`src/rtl/deskew_pkg.sv`:
```
// Shared deskew definitions: arbiter state encoding and pixel BRAM geometry.
// Used by the arbiter and by the deskew datapath that drives its requester-0 port.
package deskew_pkg;

    localparam int BRAM_ADDR_W = 17;
    localparam int BRAM_DATA_W = 8;

    typedef enum logic [1:0] {
        IDLE = 2'b00,
        OWN0 = 2'b01,
        OWN1 = 2'b10
    } arb_state_t;

    function automatic arb_state_t own_state(input logic side);
        return side ? OWN1 : OWN0;
    endfunction

endpackage

```
`src/rtl/deskew_rd_tag_pipe.sv`:
```
// Read-return tag pipe: carries {valid, tag} for each issued read to its return cycle.
// Latency: exactly DEPTH cycles; no backpressure, one entry accepted and retired every cycle.
module deskew_rd_tag_pipe #(
    parameter int DEPTH = 1,
    parameter int TAG_W = 1
) (
    input  logic             clk,
    input  logic             resetn,
    input  logic             i_vld,
    input  logic [TAG_W-1:0] i_tag,
    output logic             o_vld,
    output logic [TAG_W-1:0] o_tag
);

    logic             r_vld [DEPTH];
    logic [TAG_W-1:0] r_tag [DEPTH];

    always_ff @(posedge clk or negedge resetn) begin
        if (!resetn) begin
            for (int i = 0; i < DEPTH; i++) begin
                r_vld[i] <= 1'b0;
                r_tag[i] <= '0;
            end
        end else begin
            r_vld[0] <= i_vld;
            r_tag[0] <= i_tag;
            for (int i = 1; i < DEPTH; i++) begin
                r_vld[i] <= r_vld[i-1];
                r_tag[i] <= r_tag[i-1];
            end
        end
    end

    assign o_vld = r_vld[DEPTH-1];
    assign o_tag = r_tag[DEPTH-1];

endmodule

```
`src/rtl/deskew_bram_arbiter.sv`:
```
// Two-requester pixel BRAM arbiter with bounded bursts; read data broadcast, rvalid steered to issuer.
// Latency: grant 1 cycle after req in IDLE, 0 while owning; rvalid RD_LATENCY after read; ungranted requests held.
module deskew_bram_arbiter
    import deskew_pkg::*;
#(
    parameter int ADDR_WIDTH = BRAM_ADDR_W,
    parameter int DATA_WIDTH = BRAM_DATA_W,
    parameter int MAX_BURST  = 16,
    parameter int RD_LATENCY = 1
) (
    input  logic                  clk,
    input  logic                  resetn,
    input  logic                  m0_req,
    input  logic [ADDR_WIDTH-1:0] m0_addr,
    input  logic [DATA_WIDTH-1:0] m0_wdata,
    input  logic                  m0_we,
    output logic                  m0_gnt,
    output logic [DATA_WIDTH-1:0] m0_rdata,
    output logic                  m0_rvalid,
    input  logic                  m1_req,
    input  logic [ADDR_WIDTH-1:0] m1_addr,
    input  logic [DATA_WIDTH-1:0] m1_wdata,
    input  logic                  m1_we,
    output logic                  m1_gnt,
    output logic [DATA_WIDTH-1:0] m1_rdata,
    output logic                  m1_rvalid,
    output logic [ADDR_WIDTH-1:0] paddr,
    output logic [DATA_WIDTH-1:0] pwdata,
    output logic                  pen,
    output logic                  pwen,
    input  logic [DATA_WIDTH-1:0] prdata,
    output logic                  busy
);

    localparam int CNT_W = $clog2(MAX_BURST + 1);

    arb_state_t       r_state;
    arb_state_t       w_state_nxt;
    logic [CNT_W-1:0] r_burst_cnt;
    logic             r_last_owner;
    logic             w_own_side;
    logic             w_req_own;
    logic             w_req_oth;
    logic             w_xfer;
    logic             w_burst_hit;
    logic             w_burst_max;
    logic             w_pipe_vld;
    logic             w_pipe_tag;

    assign w_own_side = (r_state == OWN1);
    assign w_req_own  = w_own_side ? m1_req : m0_req;
    assign w_req_oth  = w_own_side ? m0_req : m1_req;

    assign m0_gnt = (r_state == OWN0) && m0_req;
    assign m1_gnt = (r_state == OWN1) && m1_req;
    assign w_xfer = m0_gnt || m1_gnt;

    assign pen    = w_xfer;
    assign pwen   = m1_gnt ? m1_we    : (m0_gnt ? m0_we    : 1'b0);
    assign paddr  = m1_gnt ? m1_addr  : (m0_gnt ? m0_addr  : '0);
    assign pwdata = m1_gnt ? m1_wdata : (m0_gnt ? m0_wdata : '0);
    assign busy   = (r_state != IDLE);

    // The transfer that brings the count to MAX_BURST (or any once saturated) may yield.
    assign w_burst_hit = (r_burst_cnt >= CNT_W'(MAX_BURST - 1));
    assign w_burst_max = (r_burst_cnt == CNT_W'(MAX_BURST));

    always_comb begin
        w_state_nxt = r_state;
        case (r_state)
            IDLE: begin
                if (m0_req && m1_req) begin
                    w_state_nxt = r_last_owner ? OWN0 : OWN1;
                end else if (m0_req) begin
                    w_state_nxt = OWN0;
                end else if (m1_req) begin
                    w_state_nxt = OWN1;
                end
            end
            OWN0, OWN1: begin
                if (!w_req_own) begin
                    w_state_nxt = w_req_oth ? own_state(!w_own_side) : IDLE;
                end else if (w_burst_hit && w_req_oth) begin
                    w_state_nxt = own_state(!w_own_side);
                end
            end
            default: w_state_nxt = IDLE;
        endcase
    end

    always_ff @(posedge clk or negedge resetn) begin
        if (!resetn) begin
            r_state      <= IDLE;
            r_burst_cnt  <= '0;
            r_last_owner <= 1'b1;
        end else begin
            r_state <= w_state_nxt;
            if (w_state_nxt != r_state) begin
                r_burst_cnt <= '0;
                if (r_state != IDLE) begin
                    r_last_owner <= w_own_side;
                end
            end else if (w_xfer && !w_burst_max) begin
                r_burst_cnt <= r_burst_cnt + CNT_W'(1);
            end
        end
    end

    deskew_rd_tag_pipe #(
        .DEPTH (RD_LATENCY),
        .TAG_W (1)
    ) u_rd_tag_pipe (
        .clk    (clk),
        .resetn (resetn),
        .i_vld  (w_xfer && !pwen),
        .i_tag  (m1_gnt),
        .o_vld  (w_pipe_vld),
        .o_tag  (w_pipe_tag)
    );

    assign m0_rvalid = w_pipe_vld && !w_pipe_tag;
    assign m1_rvalid = w_pipe_vld &&  w_pipe_tag;

    // Gated so that every output reads 0 while reset is held, whatever the BRAM presents.
    assign m0_rdata = resetn ? prdata : '0;
    assign m1_rdata = resetn ? prdata : '0;

    a_gnt_mutex: assert property (@(posedge clk) disable iff (!resetn)
        !(m0_gnt && m1_gnt));
    a_pen_xfer: assert property (@(posedge clk) disable iff (!resetn)
        pen == ((m0_req && m0_gnt) || (m1_req && m1_gnt)));

endmodule

```
`config.mk`:
```
export PLATFORM = sky130hd
export DESIGN_NAME = deskew_bram_arbiter
export DESIGN_NICKNAME = d
export VERILOG_FILES = /design/src/rtl/deskew_pkg.sv /design/src/rtl/deskew_rd_tag_pipe.sv /design/src/rtl/deskew_bram_arbiter.sv
export SDC_FILE = /design/constraint.sdc
export NUM_CORES = 1
export LEC_CHECK = 0
export ABC_AREA = 1
export BUFFER_PORTS_ARGS = -buffer_cell sky130_fd_sc_hd__buf_2
export CORE_ASPECT_RATIO = 1.25
export CORE_MARGIN = 2
export CORE_UTILIZATION = 25
export CTS_CLUSTER_DIAMETER = 80
export DETAILED_ROUTE_END_ITERATION = 7
export PLACE_DENSITY_LB_ADDON = 0.08
export RECOVER_POWER = 25
export SYNTH_ARGS = -nofsm -noshare
export SYNTH_HDL_FRONTEND = slang
export SYNTH_SLANG_ARGS = --single-unit
```
`constraint.sdc`:
```
create_clock -name clk -period 2.1 [get_ports clk]
set_input_delay 0.21 -clock clk [delete_from_list [all_inputs] [get_ports clk]]
set_output_delay 0.21 -clock clk [all_outputs]
set_load 0.005 [all_outputs]
```
# After elaboration in Yosys (flattened, before gate mapping)
# Index checks and enable logic that the tools add are counted.
word_totals:
  output_inout_bits: 48
  input_bits: 64
  mem_count: 0
  ramBits: 0
  latch_bits: 0
  regBits: 10
  mem_bits_ro: 0
classes:
  n_eq_ne: 4
  reduce_logical: 17
  bitwise: 0
  div_mod_pow: 0
  shifts: 0
  order_cmp: 1
  mux: 20
  add_sub_neg: 1
  multipliers: 0
op_table:
  columns: ["cell", "n"]
  rows:
  - ["17-bit two-way mux", 2]
  - ["8-bit two-way mux", 3]
  - ["2-bit two-way mux", 8]
  - ["5-bit two-way mux", 2]
  - ["1-bit logical AND", 8]
  - ["5-bit by 1-bit adder with 5-bit output, second input constant", 1]
  - ["5-bit == test, second input constant", 1]
  - ["5-bit by 4-bit greater-or-equal comparator with 1-bit output, second input constant", 1]
  - ["1-bit two-way mux", 4]
  - ["2-bit case mux with 2 select lines", 1]
  - ["2-bit nonzero test", 2]
  - ["1-bit logical NOT", 3]
  - ["2-bit by 1-bit == test with 1-bit output, second input constant", 1]
  - ["2-bit == test, second input constant", 1]
  - ["2-bit logical NOT", 1]
  - ["2-bit inequality test", 1]
  - ["2-bit AND reduction", 1]
  - ["2-bit OR reduction", 1]
  - ["1-bit logical OR", 1]

# Depth between registers and ports, before layout
depth:
  ltp_word: 8
  mapped_depth: 19

# By module
# Synthesis repeated with hierarchy kept, for this count alone.
unflattened:
  hier_cells: 211
  area_unflattened_um2: 1204.9
modules_own_cells:
  columns: ["mod", "area_per_inst_um2", "seq_area_each_um2", "n_inst", "cells_each"]
  rows:
  - ["deskew_bram_arbiter", 1154.9, 201.4, 1, 209]
  - ["deskew_rd_tag_pipe", 50.0, 50.0, 1, 2]

# Worst setup path before layout
# OpenSTA, ideal clock, no wires.
synth_path:
  kind: "register -> register"
  startpoint: "register r_burst_cnt[0]"
  endpoint: "register r_last_owner"
  slack_ps: 289
  path_buffers: 0
  required_ps: 2024
  path_stages_with_launch: 19
  setup_time_ps: 76
  arrival_ps: 1736
  path_cell_list: "dfrtp_1 -> ha_1 -> nand2_1 -> nor2_1 -> ha_1 -> nor2_1 -> nand2_1 -> nand2_1 -> nand2_1 -> nand2_1 -> nand2_1 -> nand2_1 -> nand2_1 -> nand2_2 -> nand3_1 -> nand3_4 -> nand2_2 -> nand2_1 -> nand2_1"
synth_via:
  elab_chain_cells: 7
synth_rtl:
  columns: ["element", "line_no", "text"]
  rows:
  - ["from (decl)", "deskew_bram_arbiter.sv:39", "logic [CNT_W-1:0] r_burst_cnt;"]
  - ["from (signal assigned)", "deskew_bram_arbiter.sv:104", "r_burst_cnt <= r_burst_cnt + CNT_W'(1);"]
  - ["5-bit by 4-bit greater-or-equal comparator with 1-bit output", "deskew_bram_arbiter.sv:65", "assign w_burst_hit = (r_burst_cnt >= CNT_W'(MAX_BURST - 1));"]
  - ["1-bit logical AND", "deskew_bram_arbiter.sv:83", "end else if (w_burst_hit && w_req_oth) begin"]
  - ["2-bit two-way mux", "deskew_bram_arbiter.sv:83", null]
  - ["2-bit two-way mux", "deskew_bram_arbiter.sv:81", "if (!w_req_own) begin"]
  - ["2-bit case mux with 2 select lines", "deskew_bram_arbiter.sv:70", "case (r_state)"]
  - ["2-bit inequality test", "deskew_bram_arbiter.sv:98", "if (w_state_nxt != r_state) begin"]
  - ["2-bit AND reduction (no source line)", null, null]
  - ["to (signal assigned)", "deskew_bram_arbiter.sv:101", "r_last_owner <= w_own_side;"]
  - ["to (decl)", "deskew_bram_arbiter.sv:40", "logic r_last_owner;"]
# Every way passes these cells.
# A chain may end at the register's enable or synchronous reset.

# Worst setup path in the final report
layout_path:
  startpoint: "register r_state[0]"
  endpoint: "output port pwen"
layout_rtl:
  columns: ["element", "line_no", "text"]
  rows:
  - ["from (decl)", "deskew_bram_arbiter.sv:37", "arb_state_t r_state;"]
  - ["from (signal assigned)", "deskew_bram_arbiter.sv:97", "r_state <= w_state_nxt;"]
  - ["2-bit == test", null, null]
  - ["net w_own_side", "deskew_bram_arbiter.sv:41", "logic w_own_side;"]
  - ["1-bit logical AND", "deskew_bram_arbiter.sv:55", "assign m1_gnt = (r_state == OWN1) && m1_req;"]
  - ["1-bit two-way mux", "deskew_bram_arbiter.sv:59", "assign pwen = m1_gnt ? m1_we : (m0_gnt ? m0_we : 1'b0);"]
  - ["to (decl)", "deskew_bram_arbiter.sv:30", "output logic pwen,"]
# The timed path passes the listed nets, and every way through them passes these cells.

==> summary.md <==
| Metric | Value |
|---|---|
| Compound-cell area share of the yosys netlist | 5.735% |
| Syn_nets | 282 |
| First-pass GRT wire length | 5.865 mm |
| Critical path launch point type | register |
| Slew Viols, Final | 0 |
| Synth area leaders | nand2_1, dfrtp_1, nand3_1 |
| Seq pwr share | 19.4% |
| Simple-gate share of the synthesized area | 49.22% |
| Initial core utilization | 25.56% |
| Final Setup Violations | 0 |
| Crit path DAT | 1700 ps |
| CP startpoint | r_state[0] |
| Skew-Pair Late Insertion Delay | 230 ps |
| Initial antenna violation count | 0 |
| Total global-route track usage | 13.66% |
| Core area | 4695 um^2 |
| Yosys Warn Count | 0 |
| Max VDD drop | 301.3 uV |
| Setup slack after layout | 187.0 ps |
| Dpl ws | 145.0 ps |
| Crit share post-route | 91.10% |
| Routability cong. | 0.8294 |
| H-tree Lvls | 1 |
| Layout Utilization | 39.95% |
| Post-Route WL | 3.744 mm |
| CTS tree | built |
| Int Power | 0.8869 mW |
| Clk pwr share | 14.1% |
| Clk slew on worst S/H paths | 50 ps |
| Pwr Density | 890.6 nW/um^2 |
| Clock skew | 0.3584 ps |
| PortBufs | 111 |
| Total gr overflow | 0 |
| Crit path kind | reg2out |
| Largest family of logic cells by synthesized area | simple AND/OR/NAND/NOR gates |
| Avg Cell Area, Syn | 5.687 um^2 |
| Main synth FF type | dfrtp_1 |
| Post-route ant nets | 0 |
| Switching fraction of total power | 46.90% |
| Comb power frac | 66.5% |
| Final min period | 1913 ps |
| Synth Instances | 211 |
| Hold WC Path Type | in2reg |
| Slew headroom | 76.76% |
| Status | complete, no violations |
| Drt pass-1 iters | 4 |
| Most frequent cells in the layout | buf_2, nand2_1, nand3_1 |
| # rows | 28 |
| RSZ-0062 raised after global routing | true |
| Area leader, netlist | nand2_1 |
| Mapped Area | 1200 um^2 |
| Net Switching | 0.7834 mW |
| Clock Tree Buf Depth | 2 |
| CP endpoint kind | primary output |
| CTS buffer count | 3 |
| Layout Nets | 390 |
| HPWL Detailed | 3.080 mm |
| Data required time at the worst endpoint | 1890 ps |
| Worst-margin pin slew | 348.7 ps |
| R2R depth | 19 |
| LEAKAGE | 1.250 nW |
| Filler cells | 545 |
| Die area | 5373 um^2 |
| Most common cell after layout, fill and taps aside | buf_2 |
| Multiplexer area fraction after synthesis | 0% |
| Die H | 81.46 um |
| Max Cap Viol | 0 |
| Worst Setup EP | pwen |
| Reg2reg end | r_last_owner |
| Synth Area in XOR/XNOR | 0.7299% |
| Cell Count, Final, Fillers Out | 378 |
| Drt drc | 0 |
| Largest net degree at the start of global routing | 28 |
| R2r startpoint | r_burst_cnt[1] |
| Fraction of layout cells with a size suffix above 1 | 42.77% |
| Flop2flop setup slack | 190 ps |
| Final TNS setup | 0 ps |
| Share of flip-flops with an asynchronous set or reset | 100.0% |
| Fmax | 522.7 MHz |
| Share of the synthesized area in the top cell type | 28.15% |
| Adder-Cell Fraction of Synth Area | 7.299% |
| Max FO, Critical Path | 19 |
| Fin area | 1876 um^2 |
| I/O pin cnt | 112 |
| Via density | 4.283 |
| Synth Register Bits | 10 |
| Placed Area | 1789 um^2 |
| Layout area overhead | 56.31% |
| ANT cells | 0 |
| Clk root buf | clkbuf_8 |
| Fin. Hold Viols | 0 |
| Via Count | 1619 |
| Yosys cell types | 23 |
| Post-DR wirelength/cell | 9.905 um |
| Number of flops mapped to enable cells by yosys | 0 |
| Clk sink count | 10 |
| Die Wd | 65.97 um |
| DRT iter0 DRCs | 39 |
| Post-synthesis sequential area ratio | 20.96% |
| Placed insts | 371 |
| Number of global-route vias before repair | 1412 |
==> worst min-delay path by stage <==
| stage | start | end | depth (start not counted) |
|---|---|---|---|
| 2_1_floorplan | resetn | r_burst_cnt[0] | 0 |
| 3_3_place_gp | resetn | r_state[1] | 1 |
| 3_5_place_dp | resetn | r_state[1] | 1 |
| 4_1_cts | m1_we | u_rd_tag_pipe.o_vld | 4 |
| 5_1_grt | m1_we | u_rd_tag_pipe.o_vld | 4 |
| 6_report | m1_we | u_rd_tag_pipe.o_vld | 4 |
==> synth_stat cells, types with 2 or more instances <==
| cell | n |
|---|---|
| inv_2 | 2 |
| nand2_1 | 90 |
| ha_1 | 7 |
| buf_4 | 8 |
| nand3_1 | 30 |
| dfrtp_1 | 9 |
| o21ai_0 | 6 |
| nand2_2 | 6 |
| clkinv_1 | 2 |
| nor2_1 | 11 |
| inv_1 | 23 |
| clkbuf_1 | 5 |
| buf_1 | 2 |
==> power groups by stage <==
stage	logic [mW]	clock network, mW	registers (mW)
6_report	1.11	0.235	0.325
5_1_grt	1.28	0.256	0.334
4_1_cts	1.10	0.247	0.325
3_5_place_dp	1.09	0	0.327
3_3_place_gp	1.10	0	0.323
2_1_floorplan	0.696	0	0.316
==> registers in the layout (all words and copies together) (netlist names) <==
register             count
r_burst_cnt              5
r_state                  2
r_last_owner             1
u_rd_tag_pipe.o_tag      1
u_rd_tag_pipe.o_vld      1
==> timing repair <==
action,in CTS,in global routing
endpoints found under the setup margin,14,6
pin swaps,0,5
setup buffers,0,2
gates resized for setup,1,3
hold buffers,1,0
hold endpoints to repair,9,0
==> cells by family after synthesis <==
family,count (synthesis)
buffers and inverters,43
adders and majority gates,7
DFF,10
xor gates and xnor gates,1
AOI/OAI and AO/OA,11
and+or+nand+nor,139
==> stage by stage <==
stage | power [mW] | hold slack [ps]
after floorplan | 1.012 | -85.59
after global placement | 1.425 | 141.6
after detailed placement | 1.420 | 139.6
after CTS | 1.676 | 271.1
after global routing | 1.867 | 267.9
final | 1.670 | 260.8
==> per-layer routing <==
metal	track usage, %	up-vias	share of wire [%]
met5	0	-	0
met4	4.898	0	0.91
met3	3.288	2	8.9
met2	23.84	66	49
met1	16.26	695	41
li1	-	856	-
==> critical path: stages (launching register included) <==
cell and delay, ps:
dfrtp_1 340, inv_1 80, ha_1 210, nand2_1 190, clkinv_2 210, buf_12 200, nand2_1 60, nand2_1 70
buf_2 130
==> area by class of cell <==
type,count,area [um^2],share of cell area (%)
clock buffer,4,55.05,2.935
inverter,27,102.6,5.470
multi-input combinational,158,763.2,40.69
sequential,10,251.5,13.41
tap,60,75.07,4.003
timing repair buffer,119,628.1,33.49
(Power assumes the default switching activity.)
